--- src/rtl/hex_display_pkg.sv ---
// Shared display package: seven-segment glyph table (active-low, bit 0 = segment a)
// and the all-off pattern used by the display blocks.
package hex_display_pkg;

  typedef logic [6:0] seg7_t;

  localparam seg7_t SEG_DARK_AL = 7'h7F;

  localparam seg7_t HEX_GLYPH_AL [16] = '{
    7'h40, 7'h79, 7'h24, 7'h30, 7'h19, 7'h12, 7'h02, 7'h78,
    7'h00, 7'h10, 7'h08, 7'h03, 7'h46, 7'h21, 7'h06, 7'h0E
  };

  function automatic seg7_t hex_glyph_al(input logic [3:0] nib);
    return HEX_GLYPH_AL[nib];
  endfunction

endpackage

--- src/rtl/hexdigit.sv ---
// Single hex digit decoder: 4-bit value to active-low seven-segment glyph.
module hexdigit
  import hex_display_pkg::*;
(
  input  logic [3:0] digit,
  output logic [6:0] seg
);

  assign seg = hex_glyph_al(digit);

endmodule

--- src/rtl/hex_display_ctrl.sv ---
// Multi-digit hex display controller: shadow capture on load, leading-zero
// suppression, per-digit blank/blink and registered segment outputs.
module hex_display_ctrl
  import hex_display_pkg::*;
#(
  parameter int N_DIGITS   = 8,
  parameter int BLINK_DIV  = 25000000,
  parameter int ACTIVE_LOW = 1
) (
  input  logic                  clk,
  input  logic                  reset_n,
  input  logic                  load,
  input  logic [4*N_DIGITS-1:0] data_in,
  input  logic [N_DIGITS-1:0]   blank_in,
  input  logic [N_DIGITS-1:0]   blink_in,
  input  logic                  lz_suppress,
  output logic [7*N_DIGITS-1:0] seg_out,
  output logic                  blink_phase
);

  localparam int    CNT_W = $clog2(BLINK_DIV);
  localparam seg7_t DARK  = (ACTIVE_LOW != 0) ? SEG_DARK_AL : ~SEG_DARK_AL;

  logic [4*N_DIGITS-1:0] data_q;
  logic [N_DIGITS-1:0]   blank_q;
  logic [N_DIGITS-1:0]   blink_q;
  logic                  shown_q;
  logic [CNT_W-1:0]      presc_q;
  logic [7*N_DIGITS-1:0] seg_nxt;
  seg7_t                 glyph_al [N_DIGITS];

  always_ff @(posedge clk or negedge reset_n) begin
    if (!reset_n) begin
      data_q  <= '0;
      blank_q <= '0;
      blink_q <= '0;
      shown_q <= 1'b0;
    end else if (load) begin
      data_q  <= data_in;
      blank_q <= blank_in;
      blink_q <= blink_in;
      shown_q <= 1'b1;
    end
  end

  always_ff @(posedge clk or negedge reset_n) begin
    if (!reset_n) begin
      presc_q     <= '0;
      blink_phase <= 1'b0;
    end else if (presc_q == CNT_W'(BLINK_DIV - 1)) begin
      presc_q     <= '0;
      blink_phase <= ~blink_phase;
    end else begin
      presc_q <= presc_q + 1'b1;
    end
  end

  genvar g;
  generate
    for (g = 0; g < N_DIGITS; g++) begin : g_digit
      hexdigit u_hexdigit (
        .digit (data_q[4*g +: 4]),
        .seg   (glyph_al[g])
      );
    end
  endgenerate

  // Walk from the top digit down: 'above' stays 1 while every digit so far is zero or blanked.
  always_comb begin
    logic above;
    logic dark;
    seg_nxt = '0;
    above   = 1'b1;
    dark    = 1'b0;
    for (int i = N_DIGITS - 1; i >= 0; i--) begin
      above = above & ((data_q[4*i +: 4] == 4'h0) | blank_q[i]);
      dark  = ~shown_q | blank_q[i] | (blink_q[i] & blink_phase)
            | (lz_suppress & above & (i != 0));
      if (dark)
        seg_nxt[7*i +: 7] = DARK;
      else if (ACTIVE_LOW != 0)
        seg_nxt[7*i +: 7] = glyph_al[i];
      else
        seg_nxt[7*i +: 7] = ~glyph_al[i];
    end
  end

  always_ff @(posedge clk or negedge reset_n) begin
    if (!reset_n) seg_out <= {N_DIGITS{DARK}};
    else          seg_out <= seg_nxt;
  end

endmodule

--- config.mk ---
export PLATFORM = sky130hd
export DESIGN_NAME = hex_display_ctrl
export DESIGN_NICKNAME = d
export VERILOG_FILES = /design/src/rtl/hex_display_pkg.sv /design/src/rtl/hexdigit.sv /design/src/rtl/hex_display_ctrl.sv
export SDC_FILE = /design/constraint.sdc
export NUM_CORES = 1
export LEC_CHECK = 0
export ABC_AREA = 1
export BUFFER_PORTS_ARGS = -buffer_cell sky130_fd_sc_hd__buf_2
export CAP_MARGIN = 5
export CORE_UTILIZATION = 62
export DETAILED_ROUTE_END_ITERATION = 10
export GPL_ROUTABILITY_DRIVEN = 0
export PLACE_DENSITY = 0.93
export SYNTH_ARGS = -nofsm -noshare
export SYNTH_HDL_FRONTEND = slang
export SYNTH_SLANG_ARGS = --single-unit
--- constraint.sdc ---
create_clock -name clk -period 2.5 [get_ports clk]
set_clock_uncertainty 0.2 [all_clocks]
set_input_delay 0.375 -clock clk [delete_from_list [all_inputs] [get_ports clk]]
set_output_delay 0.375 -clock clk [all_outputs]
set_load 0.01 [all_outputs]
==> results of run 1 <==
## kinds of logic (layout without fill, tap and decap cells)
family	after synthesis	after routing	share of synthesized area, %
compound gates	141	141	12.0
simple gates	344	344	20.9
flops	131	131	48.5
fa+ha+maj	49	49	8.88
xor+xnor	20	20	2.54
buf+inv	125	295	7.19
## worst max-delay path by stage
stage                   to  slack, ns  depth (start not counted)
2_1_floorplan  seg_out[34]       0.82                          8
5_1_grt         seg_out[7]       0.20                         10
6_report        seg_out[7]       0.36                         10
3_3_place_gp   seg_out[12]       0.65                         10
4_1_cts         seg_out[7]       0.39                         10
3_5_place_dp    seg_out[7]       0.54                         10
## state kept, by name (all words and copies together), names as in the netlist
register,cells
blank_q,8
blink_phase,1
blink_q,8
data_q,32
presc_q,25
seg_out,56
shown_q,1
## through the flow
| step | util (%) | total power, mW | hold WS, ns | worst slack [ns] |
|---|---|---|---|---|
| finish | 80.2 | 6.27 | 0.113 | 0.362 |
| global placement | 70.0 | 3.46 | 0.168 | 0.653 |
| detailed placement | 70.0 | 3.50 | 0.166 | 0.537 |
| CTS | 80.2 | 6.16 | 0.119 | 0.392 |
| floorplan | - | 3.14 | -0.121 | 0.816 |
| global route | 80.2 | 6.47 | 0.169 | 0.197 |
## report_power, final
part | internal [mW] | total [mW] | leakage (nW) | switching, mW
sequential | 2.43 | 2.58 | 1.53 | 0.148
combinational | 0.397 | 1.04 | 2.37 | 0.644
clock | 1.65 | 2.65 | 0.291 | 1.00
total | 4.48 | 6.27 | 4.19 | 1.79
## synthesized netlist by cell type (16+ instances only)
master,count
clkbuf_1,16
inv_1,94
xor2_1,16
ha_1,49
nor3_1,16
o21ai_0,74
dfrtp_1,75
dfstp_2,56
nor2_1,71
o211ai_1,21
nand2_1,180
a21oi_1,20
nand3_1,61
## layout make-up
cell class	count	area [um2]
multi-input cells	554	3060
inverters	100	377
well taps	140	175
clock inverters	12	179
repair buffers	163	1120
clock buffers	20	435
flip-flops and latches	131	3350
fillers	606	2150
## per-layer routing
| metal | share of wire, % | global-route usage [%] |
|---|---|---|
| met5 | 0 | 0 |
| met4 | 5.5 | 19.9 |
| met3 | 8.5 | 9.62 |
| met2 | 50 | 60.9 |
| met1 | 36 | 40.9 |
## worst register-to-register path, delay by kind of cell (launching register included)
kind / cells / cell delay (ns)
buffers and inverters: 2 / 0.30
AND/OR/NAND/NOR: 7 / 0.96
flip-flops: 1 / 0.40
adder cells (fa/ha/maj): 1 / 0.21
==> metrics, run 1 <==
Mapped Nets 911; worst r2r src data_q[20]; Netlist Area Pre-Place 0.00690 mm2; layout cell share with drive strength beyond 1 21.8%; worst reg2reg endpoint seg_out[7]; antenna violations before repair 0; Least-Margin Pin Slew 0.883 ns; fin cells 1120; first-pass GRT wire length 31500 um; CP Launch Type flip-flop; post-DP HPWL 11200 um; Buf/Inv on CP 2; fin nets 1068; distinct cell type count after synthesis 35; largest fanout on the critical path 7; Num CTS Buffers 17; worst reg-to-reg path cell count 10; hold-fix buffers at CTS 49; CP Data Required Time 2.79 ns; DIE AREA 0.0116 mm2; Area Growth Syn to Fin 25.9%; post-route DRC violation count 0; dpl cells 1039; initial drt markers 633; commonest non-fill, non-tap cell in the layout nand2_1; Syn Area/Cell 8.52 um2; starting density of the core 63.7%; min-delay src load; minimum clock period after layout 2.14 ns; # port buffers 108; Fin Setup TNS 0 ns; CTS tree built; Hold Path Class input port to flip-flop; CP cell instances inv_1 -> ha_1 -> nand3_1 -> nand2_1 -> nand2_1 -> inv_1 -> nand3_2 -> nor2_4 -> nand3_2 -> nand3_1; DRT antenna net count 0; pwr/cell area 722 mW/mm2; hold depth 3; most frequent cells in the layout 180 x nand2_1, 107 x buf_2, 94 x inv_1; max frequency 0.468 GHz; post-synth top area share 27.2%; Sink Count 131; Syn Inst Count 810; vias in the first global route 6484; Final Hold Viols 0; Die Span X 108 um; Crit-path slowest cell dfrtp_1; antenna cells 0; row count 38; delay-heaviest family, CP simple AND/OR/NAND/NOR gates; # IOs 109; H-tree depth 4; area leader, netlist dfrtp_1; Leakage 4.19 nW; dominant cells by area after synthesis dfrtp_1 27%, dfstp_2 21%, nand2_1 9.8%; DP Area 0.00758 mm2; reg-to-reg slack, setup 0.36 ns; Seq/Total Area, Yosys 48.5%; EDFF count, synth 0; largest net degree at the start of global routing 60; crit end category flip-flop; GRT overflow 0; gr usage total 35.8%; die height 108 um; Post CTS Setup Buffer Count 0; CTS Buffer Depth 2; #FFs+latches synth 131; Tcrit/Tclk final 85.5%; crit path kind flip-flop to flip-flop; Clock Pin Slew Worst Setup and Hold Paths 0.07 ns; CP max stage delay 0.40 ns; unrepaired setup endpoints after global routing false; PostCTS Resize Cnt 0; final setup fails 0; routed len/inst 17.8 um; WP data arrival 2.42 ns; worst skew pair latency 0.55 ns; Hold Crit Endpoint data_q[17]; vias per cell 5.90; Core Area 0.0108 mm2; fraction of registers with async set/reset 100%; launch point of the worst path data_q[20]; outcome completed; Pre-antenna DRT Iters 7; CTS Root Cell clkbuf_8; VDD IR max 0.602 mV; Ys Warns 0; Slew HR 40.8%; vias 6605; max-slew violations 0; max-cap viol count 0; dominant register cell in the synthesized netlist dfrtp_1; final WL 19900 um; design area 0.00869 mm2
Power figures use the tool's default switching activity.
==> run 2: changes to the inputs <==
--- a/config.mk
+++ b/config.mk
@@ -8,10 +8,10 @@
 export ABC_AREA = 1
 export BUFFER_PORTS_ARGS = -buffer_cell sky130_fd_sc_hd__buf_2
 export CAP_MARGIN = 5
-export CORE_UTILIZATION = 62
+export CORE_UTILIZATION = 25
 export DETAILED_ROUTE_END_ITERATION = 10
 export GPL_ROUTABILITY_DRIVEN = 0
-export PLACE_DENSITY = 0.93
+export PLACE_DENSITY = 0.49
 export SYNTH_ARGS = -nofsm -noshare
 export SYNTH_HDL_FRONTEND = slang
 export SYNTH_SLANG_ARGS = --single-unit
==> constraint.sdc (replaced) <==
create_clock -name clk -period 2.5 [get_ports clk]
set_clock_uncertainty 0.2 [all_clocks]
set_input_delay 0.375 -clock clk [delete_from_list [all_inputs] [get_ports clk]]
set_output_delay 0.375 -clock clk [all_outputs]
set_load 0.005 [all_outputs]
==> run 2 against run 1 <==
- sequential cell count did not move
- cell count rose by 18%
- highest routed layer unchanged
- first-iteration DRC count fell by 54%
- count of clock-buffer cells in the layout fell by 1
- maximum frequency rose by 7.4%
- largest cell class unchanged
- largest power group is now sequential cells
- via count fell by 13%
- combinational power fell by 12%
- wire length fell by 14%
- critical path depth fell by 2
==> metrics, run 2 (synthesized netlist as in run 1, its figures left out) <==
outcome completed; CP Launch Type flip-flop; # port buffers 108 (unchanged); CTS Root Cell clkbuf_16; sequential power share 43.0% (+1.9 points); commonest non-fill, non-tap cell in the layout nand2_1; Hold Crit Endpoint data_q[4]; pwr/cell area 669 mW/mm2 (-7.3%); Least-Margin Pin Slew 0.462 ns (-0.421 ns); H-tree depth 4 (unchanged); minimum clock period after layout 1.99 ns (-0.147 ns); Crit-path slowest cell dfrtp_1; P_int 4.34 mW (-3.2%); most frequent CP cell nand3_2; largest fanout on the critical path 7 (unchanged); most frequent cells in the layout 180 x nand2_1, 107 x buf_2, 94 x inv_1; Hold Slack 0.00841 ns (-0.104 ns); delay-heaviest family, CP simple AND/OR/NAND/NOR gates; Die Span X 168 um (+56%); Leakage 4.20 nW (+0.14%); Clock Pin Slew Worst Setup and Hold Paths 0.06 ns (about the same); starting density of the core 25.5% (-38 points); uppermost layer routed met4; CP Data Required Time 2.65 ns (-0.14 ns); CP cell instances inv_1 -> ha_1 -> nand2_1 -> a21oi_4 -> nand3_2 -> nor2_4 -> nand3_2 -> nand3_1; worst reg-to-reg path cell count 8 (-2); Sink Count 131 (unchanged); max FFs per register 56 (unchanged); Final Hold Viols 0 (unchanged); WL met3 605 um (-64%); Tcrit/Tclk final 79.6% (-5.9 points); WP data arrival 2.14 ns (-0.28 ns); crit end category flip-flop; DRT antenna net count 0 (unchanged); Area Growth Syn to Fin 29.4%; worst skew pair latency 0.42 ns (-0.13 ns); setup slack after layout 0.509 ns (+0.147 ns); Clock power frac 41.7% (-0.6 points); Fin Setup TNS 0 ns (unchanged); met1 WL 8430 um (+16%); row count 60 (+58%); Layout fillers 2897 (+380%); max-slew violations 0 (unchanged); Largest regs seg_out: 56 flops, data_q: 32 flops, presc_q: 25 flops; initial drt markers 292 (-54%); hold depth 3 (unchanged); crit path kind flip-flop to flip-flop; Core Area 0.0270 mm2 (+150%); layout cell share with drive strength beyond 1 22.4% (+0.57 points); Slew HR 69.1% (+28 points); hold-fix buffers at CTS 46 (-6.1%); Pre-antenna DRT Iters 5 (-2); switching part of the total 27.5% (-1.1 points); Post CTS Setup Buffer Count 0 (unchanged); post-route DRC violation count 0 (unchanged); final setup fails 0 (unchanged); min-delay src data_in[4]; largest net degree at the start of global routing 41 (-32%); max-cap viol count 0 (unchanged); Hold Path Class input port to flip-flop; VDD IR max 0.327 mV (-46%); CP max stage delay 0.42 ns (+0.02 ns); routed len/inst 12.9 um (-27%); reg-to-reg slack, setup 0.51 ns (+0.15 ns); sw power 1.64 mW (-8.5%); fin nets 1070 (+0.19%); CTS Buffer Depth 2 (unchanged); PostCTS Resize Cnt 0 (unchanged); worst reg2reg endpoint seg_out[8]; # IOs 109 (unchanged); vias per cell 4.34 (-26%); gr usage total 12.6% (-23 points); first-pass GRT wire length 28400 um (-9.9%); vias in the first global route 5707 (-12%); post-DP HPWL 12700 um (+14%); Biggest register seg_out; DIE AREA 0.0283 mm2 (+140%); DR WL met2 7870 um (-20%); unrepaired setup endpoints after global routing false; max frequency 0.502 GHz (+7.4%); final WL 17100 um (-14%); antenna violations before repair 1 (+1); Num CTS Buffers 17 (unchanged); Buf/Inv on CP 1 (-1); CTS tree built; Worst Setup Slack post-DPL 0.509 ns (-0.0283 ns); GRT overflow 0 (unchanged); vias 5747 (-13%); worst r2r src data_q[28]; Logic pwr share 15.3% (-1.3 points); die height 168 um (+56%)
-- run 2: changes by cell type in the layout (fill, tap and decap cells not counted), moves of 2 or more --
cell,delta
clkinv_4,+2
buf_4,+4
bufinv_16,-2
dlygate4sd3_1,-3
inv_6,+3
-- run 2: final cells by class --
type / instances / area, um2 / area share, %
sequential: 131 / 3350 / 37.5
multi-input combinational: 554 / 3060 / 34.2
timing repair buffer: 165 / 1130 / 12.6
clock buffer: 19 / 443 / 4.96
tap: 341 / 427 / 4.78
inverter: 100 / 377 / 4.22
clock inverter: 13 / 150 / 1.68
antenna: 1 / 2.50 / 0.0280
-- run 2: tightest hold or removal path, cell delays in order --
cell and delay, ns:
buf_2 0.09, nand2_1 0.05, o21ai_0 0.07
-- run 2: power groups by stage --
stage               registers [mW]  logic [mW]  clock network, mW
finish                        2.57       0.916               2.49
global placement              2.62       0.870                  0
detailed placement            2.61       0.872                  0
CTS                           2.58       0.931               2.58
global route                  2.60        1.05               2.68
floorplan                     2.57       0.509                  0
-- run 2: how the worst max path moves through the flow --
stage | start | to | cells past startpoint
2_1_floorplan | data_q[28] | seg_out[34] | 8
4_1_cts | data_q[28] | seg_out[8] | 8
6_report | data_q[28] | seg_out[8] | 8
5_1_grt | data_q[20] | seg_out[9] | 10
3_5_place_dp | data_q[20] | seg_out[8] | 10
3_3_place_gp | data_q[20] | seg_out[12] | 10
-- run 2: per-layer routing --
metal | global-route usage, % | vias to the layer above
li1 | - | 2957
met1 | 16.9 | 2665
met2 | 20.1 | 109
met3 | 2.66 | 16
met4 | 4.27 | 0
met5 | 0 | -
-- run 2: per-stage QoR --
step | utilization (%) | cells | cell area (um2) | power (mW)
after floorplan | - | 810 | 6900 | 3.08
after global placement | 29.1 | 1245 | 7880 | 3.49
after detailed placement | 29.1 | 1245 | 7880 | 3.48
after CTS | 33.0 | 1323 | 8930 | 6.09
after global routing | 33.0 | 1323 | 8930 | 6.33
final | 33.1 | 1324 | 8930 | 5.98
